File: src/rtl/vga_timing_pkg.sv
// 640x480 @ 800x525 VGA timing constants shared by the sync generator and the sync decoder.
// Pure constants/types; no latency, no flow control.
package vga_timing_pkg;

  localparam int POS_W = 10;
  typedef logic [POS_W-1:0] pos_t;

  localparam int H_SYNC   = 96;
  localparam int H_BACK   = 48;
  localparam int H_ACTIVE = 640;
  localparam int H_FRONT  = 16;
  localparam int H_TOTAL  = H_SYNC + H_BACK + H_ACTIVE + H_FRONT;

  localparam int V_SYNC   = 2;
  localparam int V_BACK   = 33;
  localparam int V_ACTIVE = 480;
  localparam int V_FRONT  = 10;
  localparam int V_TOTAL  = V_SYNC + V_BACK + V_ACTIVE + V_FRONT;

  localparam int H_ACTIVE_START = H_SYNC + H_BACK;
  localparam int V_ACTIVE_START = V_SYNC + V_BACK;

  localparam int LOCK_LINES  = 4;
  localparam int LOCK_FRAMES = 2;

  function automatic logic in_window(pos_t pos, int start, int len);
    return (int'(pos) >= start) && (int'(pos) < start + len);
  endfunction

endpackage

File: src/rtl/sync_edge_detect.sv
// Two-flop sync sampler with combinational falling-edge strobe; strobe is high the cycle after the pin samples low.
// No backpressure; sample flops reset high so a released reset never produces an edge.
module sync_edge_detect (
  input  logic clk_i,
  input  logic rst_i,
  input  logic sync_i,
  output logic fall_o
);

  logic r1_q, r2_q;

  always_ff @(posedge clk_i) begin
    if (rst_i) begin
      r1_q <= 1'b1;
      r2_q <= 1'b1;
    end else begin
      r1_q <= sync_i;
      r2_q <= r1_q;
    end
  end

  assign fall_o = r2_q & ~r1_q;

endmodule

File: src/rtl/vga_sync_decoder.sv
// Rebuilds HPos/VPos, active flag, frame-start strobe and lock from active-low HSync/VSync.
// HPos reads 0 two edges after HSync first samples low; free-running, no backpressure.
module vga_sync_decoder
  import vga_timing_pkg::*;
#(
  parameter int H_TOTAL        = vga_timing_pkg::H_TOTAL,
  parameter int V_TOTAL        = vga_timing_pkg::V_TOTAL,
  parameter int H_ACTIVE_START = vga_timing_pkg::H_ACTIVE_START,
  parameter int H_ACTIVE       = vga_timing_pkg::H_ACTIVE,
  parameter int V_ACTIVE_START = vga_timing_pkg::V_ACTIVE_START,
  parameter int V_ACTIVE       = vga_timing_pkg::V_ACTIVE,
  parameter int LOCK_LINES     = vga_timing_pkg::LOCK_LINES,
  parameter int LOCK_FRAMES    = vga_timing_pkg::LOCK_FRAMES
) (
  input  logic       i_Clk,
  input  logic       i_Reset,
  input  logic       i_HSync,
  input  logic       i_VSync,
  output logic [9:0] o_HPos,
  output logic [9:0] o_VPos,
  output logic       o_Active,
  output logic       o_Frame_Start,
  output logic       o_Locked
);

  localparam int HL_W = $clog2(LOCK_LINES + 1);
  localparam int VL_W = $clog2(LOCK_FRAMES + 1);
  localparam pos_t H_LAST = pos_t'(H_TOTAL - 1);
  localparam pos_t V_LAST = pos_t'(V_TOTAL - 1);
  localparam logic [HL_W-1:0] HL_MAX = HL_W'(LOCK_LINES);
  localparam logic [VL_W-1:0] VL_MAX = VL_W'(LOCK_FRAMES);

  logic h_edge, v_edge;
  logic h_wrap, line_start, frame_evt;

  pos_t            hpos_q, hpos_d, vpos_q, vpos_d;
  logic            pend_q, pend_d;
  logic            active_q, active_d;
  logic            fs_q, fs_d;
  logic            locked_q, locked_d;
  logic [HL_W-1:0] hlock_q, hlock_d;
  logic [VL_W-1:0] vlock_q, vlock_d;

  sync_edge_detect u_hsync_edge (
    .clk_i  (i_Clk),
    .rst_i  (i_Reset),
    .sync_i (i_HSync),
    .fall_o (h_edge)
  );

  sync_edge_detect u_vsync_edge (
    .clk_i  (i_Clk),
    .rst_i  (i_Reset),
    .sync_i (i_VSync),
    .fall_o (v_edge)
  );

  always_comb begin
    h_wrap     = (hpos_q == H_LAST);
    line_start = h_edge | h_wrap;
    frame_evt  = h_edge & (pend_q | v_edge);

    hpos_d  = line_start ? '0 : hpos_q + pos_t'(1);
    vpos_d  = vpos_q;
    pend_d  = pend_q;
    hlock_d = hlock_q;
    vlock_d = vlock_q;
    fs_d    = frame_evt;

    // A VSync edge only arms the frame start; the next real HSync edge consumes it.
    if (v_edge)    pend_d = 1'b1;
    if (frame_evt) pend_d = 1'b0;

    if (line_start) begin
      if (frame_evt)             vpos_d = '0;
      else if (vpos_q == V_LAST) vpos_d = '0;
      else                       vpos_d = vpos_q + pos_t'(1);
    end

    if (h_edge)
      hlock_d = !h_wrap ? '0 : (hlock_q == HL_MAX) ? HL_MAX : hlock_q + HL_W'(1);
    else if (h_wrap)
      hlock_d = '0;

    if (frame_evt)
      vlock_d = (vpos_q != V_LAST) ? '0 : (vlock_q == VL_MAX) ? VL_MAX : vlock_q + VL_W'(1);
    else if (line_start && vpos_q == V_LAST)
      vlock_d = '0;

    active_d = in_window(hpos_d, H_ACTIVE_START, H_ACTIVE) &&
               in_window(vpos_d, V_ACTIVE_START, V_ACTIVE);
    locked_d = (hlock_d == HL_MAX) && (vlock_d == VL_MAX);
  end

  always_ff @(posedge i_Clk) begin
    if (i_Reset) begin
      hpos_q   <= '0;
      vpos_q   <= '0;
      pend_q   <= 1'b0;
      active_q <= 1'b0;
      fs_q     <= 1'b0;
      locked_q <= 1'b0;
      hlock_q  <= '0;
      vlock_q  <= '0;
    end else begin
      hpos_q   <= hpos_d;
      vpos_q   <= vpos_d;
      pend_q   <= pend_d;
      active_q <= active_d;
      fs_q     <= fs_d;
      locked_q <= locked_d;
      hlock_q  <= hlock_d;
      vlock_q  <= vlock_d;
    end
  end

  assign o_HPos        = hpos_q;
  assign o_VPos        = vpos_q;
  assign o_Active      = active_q;
  assign o_Frame_Start = fs_q;
  assign o_Locked      = locked_q;

endmodule

File: config.mk
export PLATFORM = sky130hd
export DESIGN_NAME = vga_sync_decoder
export DESIGN_NICKNAME = d
export VERILOG_FILES = /design/src/rtl/vga_timing_pkg.sv /design/src/rtl/sync_edge_detect.sv /design/src/rtl/vga_sync_decoder.sv
export SDC_FILE = /design/constraint.sdc
export NUM_CORES = 1
export LEC_CHECK = 0
export BUFFER_PORTS_ARGS = -buffer_cell sky130_fd_sc_hd__buf_2
export CORE_MARGIN = 2
export CORE_UTILIZATION = 60
export DETAILED_ROUTE_END_ITERATION = 8
export HOLD_SLACK_MARGIN = 0.03
export PLACE_DENSITY = 0.89
export REMOVE_ABC_BUFFERS = 1
export SETUP_SLACK_MARGIN = 0.02
export SYNTH_ARGS = -nofsm -noshare
export SYNTH_HDL_FRONTEND = slang
export SYNTH_SLANG_ARGS = --single-unit
File: constraint.sdc
create_clock -name i_Clk -period 5 [get_ports i_Clk]
set_clock_uncertainty 0.15 [all_clocks]
set_input_delay 0.75 -clock i_Clk [delete_from_list [all_inputs] [get_ports i_Clk]]
set_output_delay 0.75 -clock i_Clk [all_outputs]
set_load 0.05 [all_outputs]
# == Word level (Yosys, flattened, before mapping) ==
# Index checks and enable logic that the tools add are counted.
# classes
add_sub_neg,4
magnitude_cmp,4
n_eq_ne,7
n_mux,12
n_bitwise,7
reduce_logical,6
# ops
cell,n
2-to-1 mux 10 bit,4
adder 10 x 1 -> 10 bit (second input constant),2
equality test 10 bit (second input constant),2
less-than comparator 10 bit (second input constant),2
2-to-1 mux 3 bit,4
greater-or-equal comparator 10 x 6 -> 1 bit (second input constant),1
greater-or-equal comparator 10 x 8 -> 1 bit (second input constant),1
inequality test 10 bit (second input constant),1
2-to-1 mux 2 bit,4
equality test 3 bit (second input constant),2
logical AND 1 bit,5
equality test 2 bit (second input constant),2
adder 3 x 1 -> 3 bit (second input constant),1
AND 1 bit,3
adder 2 x 1 -> 2 bit (second input constant),1
NOT 1 bit,2
bitwise OR 1 bit,2
OR reduction 2 bit,1
# word_totals
regBits,33
in_bits,4
out_inout_bits,23
word_cells,52

# == Longest topological paths before layout ==
# logic_depth
ltp_word,9
ltp_mapped,9
depth_no_buf,9

# == By module ==
# A second synthesis with hierarchy kept.
# hier_totals
hier_cells,199
area_unflattened_um2,1754.2
# modules_own_cells
mod,n_inst,cells_each,area_each_um2,seq_area_each_um2
vga_sync_decoder,1,189,1631.6,580.6
sync_edge_detect,2,5,61.3,40.0

# == Worst setup path before layout ==
# Ideal clock, no wire load.
# synth_timing
kind,register to register
start,register hpos_q[0] (netlist: o_HPos[0])
end,register active_q (netlist: o_Active)
setup_ns,0.074
t_arrival_ns,2.967
t_required_ns,4.776
setup_slack_ns,1.809
path_stages_with_launch,9
path_buffers,0
period_less_slack_ns,3.191
path_cell_list,dfxtp_1 ha_1 nand4_2 o31a_1 or4_1 a21oi_1 a21oi_1 or4b_1 a31oi_1
# synth_via
elab_chain_cells,6
word_cells_on_any_way,12
classes_between,add/sub (1); order compare (4); eq/ne (1); mux (2); bitwise (1); reduce/logical (3)
# synth_rtl
element,line,rtl
start: declaration,vga_sync_decoder.sv:36,"pos_t hpos_q, hpos_d, vpos_q, vpos_d;"
start signal: assignment,vga_sync_decoder.sv:106,hpos_q <= hpos_d;
"parallel branches: the longest is 5 deep, another holds adder 10 x 1 -> 10 bit",-,
logical AND 1 bit *,vga_sync_decoder.sv:90,"active_d = in_window(hpos_d, H_ACTIVE_START, H_ACTIVE) &&"
end signal: assignment,vga_sync_decoder.sv:109,active_q <= active_d;
end: declaration,vga_sync_decoder.sv:38,"logic active_q, active_d;"
# Every way passes the cells marked *.
# A chain may end at the register's enable or synchronous reset.

# == Worst setup path in the final report ==
# Ends and elaborated chain as after synthesis.

==> impl_metrics.toml <==
[clock_tree]
cts_buffers = 5
cts_setup_buffers = 0
cts_tree = "done"
clk_latency_ns = 0.33
cts_resized = 0
htreeDepth = 2
ctsHoldBuffers = 0
numClockSinks = 33
root_buffer = "clkbuf_4"
cts_max_path_buffers = 2
cts.clk_slew.worst_paths_ns = 0.09

[synthesis]
synth_flop_cell = "dfxtp_1"
netlist_top_cells_count = "nor2_1, dfxtp_1, inv_1, nand3_1, a21oi_1"
yosysTopAreaCell = "dfxtp_1"
ys_warn_count = 0
synthTopCellsByArea = "dfxtp_1, nor2_1, ha_1"
synth-seq-area-share_pct = 38.32
synth_edf_count = 0
synthArstFlopShare_pct = 0
synthesis.instances = 213
synth_seq_cells = 33
yosys.area.top_type_share_pct = 38.32
synth_most_common_cell = "nor2_1"
synth.avg_cell_area_um2 = 8.095
ys_types = 43
netlist_area_um2 = 1724

[sta]
period_minus_slack_ns = 3.145
fin_setup_tns_ns = 0
fmax_ghz = 0.3180
finalSetupViolCount = 0
slew_headroom_pct = 32.98
tightestPinTransition_ns = 0.9968
slew_viol_final = 0
rsz0062_at_grt = "false"
whs_ns = 0.2973
finalHoldViolations = 0
finalCritPeriodShare_pct = 62.90

[setup_path]
worstReg2RegStart = "o_HPos[0]"
worst_ep_arrival_time_ns = 3.26
worstSetupPathType = "register to register"
cp_max_fo = 17
start_kind = "register"
cp.required_ns = 5.11
cp-end-kind = "register"
r2r_end = "o_Active"
rrSetupSlack_ns = 1.86
reg2regPathDepth = 8

[detailed_routing]
vias_per_cell = 5.888
wl_per_cell_um = 13.33
route.vias.total = 1578
dr.pass1.iters = 4
detail_route.iter0.violations = 86
routed_wl_um = 3572
postRouteAntennaNets = 0
drc = 0

[finish]
area_growth_pct = 10.01
drive_gt1_share_pct = 16.88
final_nets = 246
antenna_cells = 0

[floorplanning]
die_x_um = 57.61
dieArea_um2 = 3318
io_pins = 27
core-area_um2 = 2734
start_util_pct = 63.07
die_h_um = 57.61
rows = 19

[global_routing]
antenna_found_initial = 0
grt_pass1_wl_um = 6210
grt_max_degree = 24
grt_overflow_total = 0
grt_pass1_vias = 1443
grt_use_total_pct = 23.73

[min_path]
hold_path_depth = 1
min_to = "u_vsync_edge.r2_q"
min_from = "u_vsync_edge.r1_q"
hold_class = "register to register"

[power_and_ir_drop]
p_seq_share_pct = 60.7
p_sw_mw = 0.1147
p_int_mw = 0.3332
p_leak_nw = 0.7342
p_clk_share_pct = 31.0
switching_share_pct = 25.62
power.density_nw_per_um2 = 236.1
pwr-share-comb_pct = 8.3
ir_worst_vdd_mv = 0.2408

[place]
gp_congestion = 0.9350
portBuffers = 26
place_hpwl_um = 2605

[job]
maxCapViolCount = 0

[status]
status = "finished, final reports clean"
-- how the worst max path moves through the flow --
stage                     to      start  cells past startpoint
floorplan           o_Active  o_HPos[0]                      8
global placement    o_Active  o_HPos[0]                      8
detailed placement  o_Active  o_HPos[0]                      8
CTS                 o_Active  o_HPos[0]                      8
global route        o_Active  o_HPos[0]                      8
finish              o_Active  o_HPos[0]                      8
-- critical path: stages, from the launching register on --
cell     delay, ns
dfxtp_1       0.41
ha_1          0.29
nand4_2       0.20
o31a_1        0.52
or4_1         0.57
a21oi_1       0.16
a21oi_1       0.09
or4b_1        0.54
a31oi_1       0.16
-- kinds of logic after synthesis --
logic type	count (synthesis)	synth area share, %
DFF	33	38.32
adders and majority gates	6	4.354
xor gates and xnor gates	9	4.572
AOI/OAI and AO/OA	46	17.42
buffers and inverters	23	5.443
and+or+nand+nor	96	29.90
-- layout by cell type (no fill, tap or decap), types with 2 or more instances in the layout --
cell      netlist  final
a211oi_1        3      3
a21o_1          3      3
a21oi_1        12     12
a22oi_1         6      6
a31oi_1         2      2
buf_2           3     26
clkbuf_1        6      3
clkbuf_4        0      5
dfxtp_1        33     33
ha_1            6      6
inv_1          13     13
nand2_1         9      9
nand2b_1        4      4
nand3_1        13     13
nand3b_1        3      3
nand4_1         5      5
nor2_1         34     34
nor2b_1         2      2
nor3_1          6      6
nor4_1          2      2
nor4bb_1        2      2
o21ai_0         9      9
o31a_1          2      2
or2_2           6      6
or3_1           3      3
xnor2_1         5      5
xor2_1          4      4
-- power groups by stage --
stage	combinational, mW	sequential, mW	clock (mW)
final	0.0373	0.272	0.139
after global routing	0.0410	0.272	0.155
after CTS	0.0373	0.272	0.142
after detailed placement	0.0371	0.278	0
after global placement	0.0367	0.277	0
after floorplan	0.0169	0.286	0
-- layout make-up --
type                            instances  area [um2]
Clock buffer                            8       48.80
Fill cell                             218       837.1
Inverter                               13       48.80
Multi-Input combinational cell        157       969.7
Sequential cell                        33       660.6
Tap cell                               31       38.79
Timing Repair Buffer                   26       130.1
-- through the flow --
| stage | std cells | total power [mW] | util [%] | instance area [um2] | setup WS, ns |
|---|---|---|---|---|---|
| 2_1_floorplan | 203 | 0.3031 | - | 1679 | 1.716 |
| 3_3_place_gp | 260 | 0.3141 | 67.60 | 1848 | 1.999 |
| 3_5_place_dp | 260 | 0.3151 | 67.60 | 1848 | 1.890 |
| 4_1_cts | 268 | 0.4513 | 69.38 | 1897 | 1.865 |
| 5_1_grt | 268 | 0.4687 | 69.38 | 1897 | 1.712 |
| 6_report | 268 | 0.4479 | 69.38 | 1897 | 1.855 |
-- sequential cells by signal, summed over array words and instances, names as in the netlist --
register and count:
o_HPos 10, o_VPos 10, hlock_q 3, vlock_q 2, o_Active 1, o_Frame_Start 1, o_Locked 1, pend_q 1
u_hsync_edge.r1_q 1, u_hsync_edge.r2_q 1, u_vsync_edge.r1_q 1, u_vsync_edge.r2_q 1
-- metal layers --
layer  GRT usage (%)  vias up  part of all wire, %
met5               0        -                    0
met4           7.973        0                  1.5
met3           6.576        6                  7.0
met2           36.04       55                   44
met1           32.57      720                   47
li1                -      797                    -
Power figures use the tool's default switching activity.
